<file path="src/rtl/ex_alu_ctrl.sv">
// ex_alu_ctrl: issue/writeback controller for the two-stage integer ALU.
// Holds one op in stage 1 and buffers results in a 2-entry in-order FIFO.
module ex_alu_ctrl #(
   parameter int TAG_W = 6
) (
   input  logic             clk,
   input  logic             rst,
   input  logic             flush,
   input  logic             issue_valid,
   output logic             issue_ready,
   input  logic [2:0]       issue_unit,
   input  logic [1:0]       issue_op,
   input  logic [63:0]      issue_in1,
   input  logic [63:0]      issue_in2,
   input  logic [TAG_W-1:0] issue_tag,
   output logic             alu_enable,
   output logic [2:0]       alu_unit,
   output logic [1:0]       alu_op,
   output logic [63:0]      alu_in1,
   output logic [63:0]      alu_in2,
   input  logic [63:0]      alu_out,
   output logic             wb_valid,
   input  logic             wb_ready,
   output logic [63:0]      wb_data,
   output logic [TAG_W-1:0] wb_tag,
   output logic             wb_err,
   output logic             busy
);
   logic             s1_valid;
   logic [2:0]       s1_unit;
   logic [1:0]       s1_op;
   logic [63:0]      s1_in1, s1_in2;
   logic [TAG_W-1:0] s1_tag;
   logic [63:0]      buf_data [2];
   logic [TAG_W-1:0] buf_tag [2];
   logic [1:0]       buf_err;
   logic             rd_ptr, wr_ptr;
   logic [1:0]       count;
   logic             pop, space, advance, accept;

   assign wb_valid    = count != 2'd0;
   assign pop         = wb_valid & wb_ready;
   assign space       = (count < 2'd2) | pop;
   assign advance     = s1_valid & space;
   assign issue_ready = ~flush & (~s1_valid | space);
   assign accept      = issue_valid & issue_ready;
   assign busy        = s1_valid | wb_valid;

   assign alu_enable = s1_valid;
   assign alu_unit   = s1_valid ? s1_unit : 3'd0;
   assign alu_op     = s1_valid ? s1_op : 2'd0;
   assign alu_in1    = s1_valid ? s1_in1 : 64'd0;
   assign alu_in2    = s1_valid ? s1_in2 : 64'd0;

   assign wb_data = wb_valid ? buf_data[rd_ptr] : 64'd0;
   assign wb_tag  = wb_valid ? buf_tag[rd_ptr] : '0;
   assign wb_err  = wb_valid & buf_err[rd_ptr];

   // Flush discards everything; a same-cycle pop needs no special care since state clears.
   always_ff @(posedge clk) begin
      if (rst || flush) begin
         s1_valid <= 1'b0;
         count    <= 2'd0;
         rd_ptr   <= 1'b0;
         wr_ptr   <= 1'b0;
      end else begin
         if (accept) s1_valid <= 1'b1;
         else if (advance) s1_valid <= 1'b0;
         if (advance) wr_ptr <= ~wr_ptr;
         if (pop) rd_ptr <= ~rd_ptr;
         count <= count + {1'b0, advance} - {1'b0, pop};
      end
   end

   // Payload registers need no reset: every consumer is gated by a valid or count.
   always_ff @(posedge clk) begin
      if (accept) begin
         s1_unit <= issue_unit;
         s1_op   <= issue_op;
         s1_in1  <= issue_in1;
         s1_in2  <= issue_in2;
         s1_tag  <= issue_tag;
      end
      if (advance) begin
         buf_data[wr_ptr] <= alu_out;
         buf_tag[wr_ptr]  <= s1_tag;
         buf_err[wr_ptr]  <= s1_unit[2];
      end
   end
endmodule

</file>
<file path="config.mk">
export PLATFORM = sky130hd
export DESIGN_NAME = ex_alu_ctrl
export DESIGN_NICKNAME = d
export VERILOG_FILES = /design/src/rtl/ex_alu_ctrl.sv
export SDC_FILE = /design/constraint.sdc
export NUM_CORES = 1
export LEC_CHECK = 0
export BUFFER_PORTS_ARGS = -buffer_cell sky130_fd_sc_hd__clkbuf_2
export CORE_ASPECT_RATIO = 1.75
export CORE_MARGIN = 4
export CORE_UTILIZATION = 35
export DETAILED_ROUTE_END_ITERATION = 8
export PLACE_DENSITY = 0.71
export SLEW_MARGIN = 30
export SYNTH_ARGS = -nofsm -noshare
export SYNTH_HDL_FRONTEND = slang
export SYNTH_SLANG_ARGS = --single-unit
export TNS_END_PERCENT = 5
</file>
<file path="constraint.sdc">
create_clock -name clk -period 4.1 [get_ports clk]
set_clock_uncertainty 0.15 [all_clocks]
set_input_delay 0.41 -clock clk [delete_from_list [all_inputs] [get_ports clk]]
set_output_delay 0.41 -clock clk [all_outputs]
set_load 0.01 [all_outputs]
</file>
---- Word level (Yosys, flattened, before mapping) ----
Memory sizes are Yosys's and may differ from the RTL's. A register that Yosys moved wholly into a read port is not among the register bits.
Index checks and enable logic that the tools add are counted.
word-level totals
  register bits ........................... 146
  latch bits .............................. 0
  memory bits (writable) .................. 140
  memory bits (read-only) ................. 0
  input bits .............................. 208
  output and inout port bits .............. 208
  word-level logic and storage cells ...... 53
  memories kept ........................... 2
operators by class
  $add $sub $neg .......................... 2
  $mul .................................... 0
  div/mod/pow operators ................... 0
  magnitude comparators ................... 4
  equality and inequality tests ........... 0
  shifts and indexed selects .............. 0
  muxes and demuxes ....................... 19
  bitwise logic cells ..................... 12
  reduce and logical (&&, ||, !) cells .... 4
memories
  name      words  bits a word  read ports  clocked after memory_dff  wr ports  RTL line  source
  buf_data  2      64           1           1                         1         34        logic [63:0] buf_data [2];
  buf_tag   2      6            1           1                         1         35        logic [TAG_W-1:0] buf_tag [2];
operators with widths
  cell                                                      count
  2-to-1 mux 64 bit                                         3
  2-to-1 mux 1 bit                                          11
  2-to-1 mux 6 bit                                          1
  AND 1 bit                                                 5
  < comparator 1 x 2 -> 1 bit, second input constant        2
  NOT 1 bit                                                 4
  nonzero test 2 bit                                        2
  2-to-1 mux 3 bit                                          1
  OR 1 bit                                                  3
  adder 2 x 1 -> 2 bit                                      1
  bitwise mux 2 bit                                         1
  < comparator 2 bit, second input constant                 1
  2-to-1 mux 2 bit                                          1
  subtractor 2 x 1 -> 2 bit                                 1
  demux 1 bit (select 1 bit)                                1
  greater-or-equal comparator 1 bit, second input constant  1
  logical AND 1 bit                                         1
  logical OR 1 bit                                          1

---- Longest topological paths before layout ----
Gate-level depths: netlist of the first run.
  word-level depth ........................ 7
  gate-level depth with buffers ........... 8
  gate-level depth less buffers ........... 8

---- Least setup slack after synthesis of the first run ----
No wires, ideal clock.
  kind .................................... register to register
  start ................................... register s1_valid, in the netlist alu_enable
  end ..................................... register s1_in1[0] (enable)
  setup time .............................. 515 ps
  data arrival time ....................... 4,119 ps
  data required time ...................... 3,435 ps
  slack ................................... -684 ps
  cell stages (with the launch flop) ...... 5
  path buffers ............................ 1
  period minus slack after synthesis ...... 4,784 ps
  cells stage by stage .................... dfxtp_1 > buf_2 > and3b_1 > nor2_1 > and2_1
on the way
  cells in the longest elaborated chain, start to end .. 4
ends and longest elaborated chain
  item                    RTL line  source
  from (decl)             29        logic s1_valid;
  from (signal assigned)  62        s1_valid <= 1'b0;
  from (signal assigned)  67        if (accept) s1_valid <= 1'b1;
  from (signal assigned)  68        else if (advance) s1_valid <= 1'b0;
  NOT 1 bit               45        assign issue_ready = ~flush & (~s1_valid | space);
  OR 1 bit                45
  AND 1 bit               45
  via issue_ready         10        output logic issue_ready,
  AND 1 bit               46        assign accept = issue_valid & issue_ready;
  via accept              39        logic pop, space, advance, accept;
  to (signal assigned)    80        s1_in1 <= issue_in1;
  to (decl)               32        logic [63:0] s1_in1, s1_in2;
The timed path passes the listed nets, and every way through them passes these cells.
A chain may end at the register's enable or synchronous reset.

==> results of run 1 <==
-- critical path, stage by stage (launching register included) --
cell and delay [ns]:
sky130_fd_sc_hd__dfxtp_4 0.84, sky130_fd_sc_hd__buf_4 0.40, sky130_fd_sc_hd__mux2i_1 0.23, sky130_fd_sc_hd__nor2_1 0.07
sky130_fd_sc_hd__clkbuf_2 0.15
-- worst max-delay path by stage --
stage	end	cells after the start
after floorplan	buf_data[0][0]$_DFFE_PP_	3
after global placement	s1_in2[27]$_DFFE_PP_	5
after detailed placement	s1_in2[27]$_DFFE_PP_	5
after CTS	wb_data[58]	4
after global routing	alu_in1[17]	3
final	wb_data[58]	4
-- power breakdown --
| group | leakage, nW | switching (mW) | internal (mW) | total (mW) |
|---|---|---|---|---|
| Clock | 0.367 | 1.01 | 1.25 | 2.26 |
| Combinational | 3.48 | 0.221 | 0.276 | 0.497 |
| Sequential | 2.64 | 0.0412 | 3.35 | 3.40 |
| Total | 6.49 | 1.28 | 4.88 | 6.16 |
-- registers in the layout (all words and copies together) (netlist names), named ones only --
signal	flops
buf_data	128
s1_in1	64
s1_in2	64
buf_tag	12
s1_tag	6
s1_unit	3
buf_err	2
count	2
s1_op	2
alu_enable	1
rd_ptr	1
wr_ptr	1
-- placed cells by master, fill, tap and decap left out, drive strengths merged, types with 2 or more instances in the layout --
cell type,synthesis,routed
nor3,2,2
ha,2,2
clkinv,0,8
nand2,2,2
dlygate4sd3,0,207
clkinvlp,0,2
clkbuf,13,447
mux2i,72,72
or3,2,2
and2,136,136
dfxtp,6,6
xnor2,2,2
nor2,75,75
bufinv,0,2
inv,3,4
edfxtp,281,281
buf,17,10
-- cell families after synthesis --
| group | after synthesis | synth area share |
|---|---|---|
| fa+ha+maj | 2 | 0.002340 |
| buf+inv | 33 | 0.01521 |
| compound gates | 2 | 0.001170 |
| mux | 72 | 0.06741 |
| simple gates | 220 | 0.1109 |
| xor+xnor | 3 | 0.002458 |
| flops | 287 | 0.8005 |
-- final cells by class --
class	instances	area (um^2)	area share
Antenna cell	1	2.502	0.0001554
Clock buffer	32	651.9	0.04048
Clock inverter	13	116.4	0.007226
Inverter	3	11.26	0.0006992
Multi-Input combinational cell	299	1991	0.1236
Sequential cell	287	8566	0.5319
Tap cell	387	484.2	0.03007
Timing Repair Buffer	632	4282	0.2659
-- per-layer routing --
metal  vias to the layer above  GRT usage
li1                       3483          -
met1                      3535     0.1736
met5                         -          0
met2                       328     0.3140
met3                        72    0.04275
met4                         2    0.07405
-- per-stage QoR --
| stage | setup WS [ns] | instance area [um^2] | instances |
|---|---|---|---|
| 6_report | 1.289 | 16100 | 1654 |
| 5_1_grt | 1.104 | 16100 | 1654 |
| 4_1_cts | 1.190 | 16100 | 1653 |
| 3_5_place_dp | 1.593 | 13260 | 1401 |
| 3_3_place_gp | 1.646 | 13210 | 1399 |
| 2_1_floorplan | -0.1795 | 10690 | 619 |
-- what timing repair did --
item,4_1_cts,5_1_grt
endpoints found under the hold margin,270,0
setup buffers,0,0
gates resized for setup,0,0
hold buffers,207,0
==> results.json, run 1 <==
{
  "outcome": "completed",
  "drt-initial-drc-count": 259,
  "cts_max_path_buffers": 3,
  "worst_ir_drop_vdd_v": 0.0003646,
  "ys_seq_area_frac": 0.8005,
  "floorplan.die_area_um2": 33520,
  "place_congestion": 0.8206,
  "critical_path_required_ns": 3.54,
  "hold_path.class": "in -> reg",
  "worst_setup_hold_path_clk_slew_ns": 0.07,
  "max_clock_freq_mhz": 355.8,
  "grt_remaining_overflow": 0,
  "min_to": "alu_enable$_SDFFE_PP0P_",
  "worstHoldPathCells": 3,
  "whs_ns": 0.1883,
  "cts-buffers-inserted": 25,
  "syn_area_um2": 10690,
  "report.final.setup_viol": 0,
  "areaGrowthSynthToFinish_pct": 50.63,
  "fin_setup_tns_ns": 0,
  "synthDominantCellAreaShare": 0.7892,
  "dp_hpwl_mm": 18.95,
  "synth_top_flop_cell": "sky130_fd_sc_hd__edfxtp_1",
  "routed_wire_length_per_instance_um": 17.69,
  "final-hold-violation-count": 0,
  "port_buffers": 415,
  "timing.final.crit_period_ns": 2.811,
  "slew_headroom": 0.4391,
  "grt_antenna_before_repair": 2,
  "layout.filler_cells": 2390,
  "post_synth_main_area_contributors": "sky130_fd_sc_hd__edfxtp_1, sky130_fd_sc_hd__and2_1, sky130_fd_sc_hd__mux2i_1",
  "via_count_of_the_first_global_routing_pass": 8169,
  "ys_seq_elements": 287,
  "grtUsageTotal": 0.1672,
  "cts_tree": "built",
  "clock_tree.root_cell": "sky130_fd_sc_hd__clkbuf_16",
  "min_period_over_period": 0.6855,
  "worst_ep_arrival_time_ns": 2.25,
  "finish.net_count": 1458,
  "routed.top_layer": "met5",
  "worstReg2RegEnd": "s1_in2[29]$_DFFE_PP_",
  "synth.largest_area_cell": "sky130_fd_sc_hd__edfxtp_1",
  "drt_pre_antenna_iters": 4,
  "post_route_cells_drive_above_1_share": 0.3665,
  "tritoncts_num_sinks": 287,
  "grt_setup_unrepaired": "no",
  "synthMostInstantiatedCell": "sky130_fd_sc_hd__edfxtp_1",
  "io_pins": 416,
  "power.density_cell_area_nw_per_um2": 382.3,
  "wl_mm": 29.26,
  "clkLatencyLatePin_ns": 0.54,
  "report.final.slew_viol_count": 0,
  "die-height_um": 239.2,
  "detail_route.vias_per_cell": 4.486,
  "synth.lib_cells_used.distinct": 22,
  "syn_area_per_cell_um2": 17.27,
  "antenna_violating_nets_post_route": 0,
  "rr_worst_depth": 4,
  "worst_pin_slew_ns": 0.8413,
  "timing.hold.worst.start": "wb_ready",
  "synth_enable_flop_cells": 281,
  "power.static_leakage_nw": 6.492,
  "worst-path-max-fanout": 42,
  "worstSetupPathType": "reg -> out",
  "warning_count_from_the_yosys_run": 0,
  "htree_levels": 1,
  "placementRows": 84,
  "post-route-util": 0.5358,
  "post-layout-total-power_mw": 6.157,
  "die_w_um": 140.1,
  "worstReg2RegStart": "alu_enable$_SDFFE_PP0P_",
  "drcViolationCount": 0,
  "timing.max_cap.violations": 0,
  "critPathLaunchType": "flop",
  "grt_pass1_wl_mm": 44.02,
  "grt_start_max_net_pins": 116,
  "regToRegSetupSlack_ns": 1.71,
  "mappedNetlistNets": 829,
  "synthTopCellsByCount": "sky130_fd_sc_hd__edfxtp_1, sky130_fd_sc_hd__and2_1, sky130_fd_sc_hd__nor2_1, sky130_fd_sc_hd__mux2i_1, sky130_fd_sc_hd__clkbuf_1",
  "design.core.area_um2": 30060,
  "initial_utilization": 0.3557,
  "netlist_instances": 619,
  "wl_met1_mm": 10.04,
  "detailroute.wirelength.met2_mm": 15.79,
  "route.vias.total": 7420,
  "synth_async_sr_flop_share": 0,
  "critPathCaptureType": "primary output",
  "amount_of_wire_on_met3_after_detailed_routing_mm": 2.172
}
Power figures use the tool's default switching activity.
==> inputs of run 2 (changes only) <==
Settings changed: PLACE_DENSITY 0.71 to 0.69.
Clock period 4.1 ns to 2.65 ns, I/O delays scaled along.
==> results.json, run 2 (synthesized netlist as in run 1, its figures left out) <==
{
  "outcome": "completed",
  "final_area_um2": 16310,
  "drt-initial-drc-count": 265,
  "grt_antenna_before_repair": 0,
  "worstSetupPathType": "reg -> out",
  "finish.net_count": 1464,
  "detail_route.vias_per_cell": 4.508,
  "antenna-diode-count": 0,
  "critical_path_required_ns": 2.24,
  "critPathCaptureType": "primary output",
  "power.static_leakage_nw": 6.600,
  "critPathLaunchType": "flop",
  "slew_headroom": 0.6911,
  "post-layout-total-power_mw": 9.910,
  "tritoncts_num_sinks": 287,
  "io_pins": 416,
  "clkLatencyLatePin_ns": 0.53,
  "worst_pin_slew_ns": 0.4634,
  "wl_mm": 29.51,
  "cts-buffers-inserted": 26,
  "htree_levels": 1,
  "worst_ir_drop_vdd_v": 0.0005346,
  "timing.max_cap.violations": 0,
  "worst_setup_hold_path_clk_slew_ns": 0.07,
  "routed_wire_length_per_instance_um": 17.79,
  "floorplan.die_area_um2": 33520,
  "largest-register": "buf_data",
  "final-hold-violation-count": 0,
  "worst-path-max-fanout": 99,
  "die-height_um": 239.2,
  "areaGrowthSynthToFinish_pct": 52.58,
  "max_clock_freq_mhz": 442.7,
  "critical_path.cell_chain": "buf_12, and2_1, clkbuf_2",
  "antenna_violating_nets_post_route": 0,
  "slowest_stage": "sky130_fd_sc_hd__dfxtp_4",
  "largest_register_ff_count": 128,
  "post_route_cells_drive_above_1_share": 0.3734,
  "min_period_over_period": 0.8525,
  "largest_registers": "buf_data x128, s1_in1 x64, s1_in2 x64",
  "grtUsageTotal": 0.1701,
  "clock_tree.root_cell": "sky130_fd_sc_hd__clkbuf_16",
  "drt_pre_antenna_iters": 4,
  "cts.repair.resized": 0,
  "cts_max_path_buffers": 3,
  "grt_remaining_overflow": 0,
  "cts_tree": "built",
  "post_cts.repair.setup_buffers": 0,
  "report.final.setup_viol": 0,
  "layout.cells.most_common_list": "sky130_fd_sc_hd__clkbuf_2, sky130_fd_sc_hd__edfxtp_1, sky130_fd_sc_hd__dlygate4sd3_1",
  "mostFrequentLayoutCell": "sky130_fd_sc_hd__clkbuf_2",
  "post_dp_cell_area_um2": 13350,
  "report.final.slew_viol_count": 0,
  "hold_path.class": "in -> reg",
  "timing.final.crit_period_ns": 2.259,
  "port_buffers": 415,
  "layout.filler_cells": 2379,
  "grt_start_max_net_pins": 100,
  "worst_ep_arrival_time_ns": 1.84,
  "design.core.area_um2": 30060,
  "initial_utilization": 0.3557,
  "grt_pass1_wl_mm": 44.85,
  "placementRows": 84,
  "grt_setup_unrepaired": "no",
  "timing.critical_path.slowest_cell_delay_ns": 0.55,
  "dp_hpwl_mm": 19.54,
  "place_congestion": 0.8519,
  "drcViolationCount": 0,
  "route.vias.total": 7478,
  "power.density_cell_area_nw_per_um2": 607.5,
  "via_count_of_the_first_global_routing_pass": 8249,
  "die_w_um": 140.1,
  "cts_hold_buf": 208
}
[run 2: cell count changes in the layout (fill, tap and decap cells not counted), sizes merged]
cell / previous run / this run
buf: 10 / 14
clkbuf: 447 / 451
clkinvlp: 2 / 0
bufinv: 2 / 3
clkinv: 8 / 7
diode: 1 / 0
dlygate4sd3: 207 / 208
inv: 4 / 3
[run 2: cell type report]
cell class | count | area [um^2] | area share
Clock buffer | 36 | 759.5 | 0.04656
Clock inverter | 10 | 125.1 | 0.007670
Inverter | 3 | 11.26 | 0.0006903
Multi-Input combinational cell | 299 | 1991 | 0.1220
Sequential cell | 287 | 8566 | 0.5251
Tap cell | 387 | 484.2 | 0.02968
Timing Repair Buffer | 637 | 4377 | 0.2683
[run 2: critical path, delay by kind of cell, from the launching register on]
| kind | cells | cell delay, ns |
|---|---|---|
| and+or+nand+nor | 1 | 0.22 |
| buffers and inverters | 2 | 0.48 |
| DFF | 1 | 0.55 |
[run 2: power by group]
part	switching, mW	total (mW)	internal, mW
clock network	1.59	3.87	2.28
logic	0.351	0.788	0.437
registers	0.0617	5.25	5.19
[run 2: through the flow]
step	setup TNS, ns	instances	hold slack, ns	setup slack, ns	util
CTS	0	1659	0.08903	0.3529	0.5427
detailed placement	0	1405	0.2855	0.5804	0.4440
global route	0	1659	0.1719	0.2512	0.5427
global placement	0	1405	0.2716	0.6412	0.4440
floorplan	-46.10	619	0.1918	-0.4401	-
finish	0	1659	0.1099	0.3909	0.5427
[run 2: metal layers]
| layer | vias to the layer above | part of all wire | wire [um] | global-route usage |
|---|---|---|---|---|
| li1 | 3495 | - | - | - |
| met2 | 342 | 0.54 | 15900 | 0.3155 |
| met5 | - | 0 | 0 | 0 |
| met4 | 0 | 0.051 | 1516 | 0.08757 |
| met3 | 72 | 0.063 | 1874 | 0.03795 |
| met1 | 3569 | 0.35 | 10220 | 0.1784 |
[run 2: worst paths after layout]
kind                           start                 endpoint  slack (ns)  cells past startpoint
max          alu_enable$_SDFFE_PP0P_              alu_in1[31]        0.39                      3
min                         wb_ready                     flop        0.11                      4
max reg2reg  alu_enable$_SDFFE_PP0P_       s1_op[0]$_DFFE_PP_        0.61                      4
min reg2reg      s1_tag[5]$_DFFE_PP_  buf_tag[0][5]$_DFFE_PP_        0.30                      0
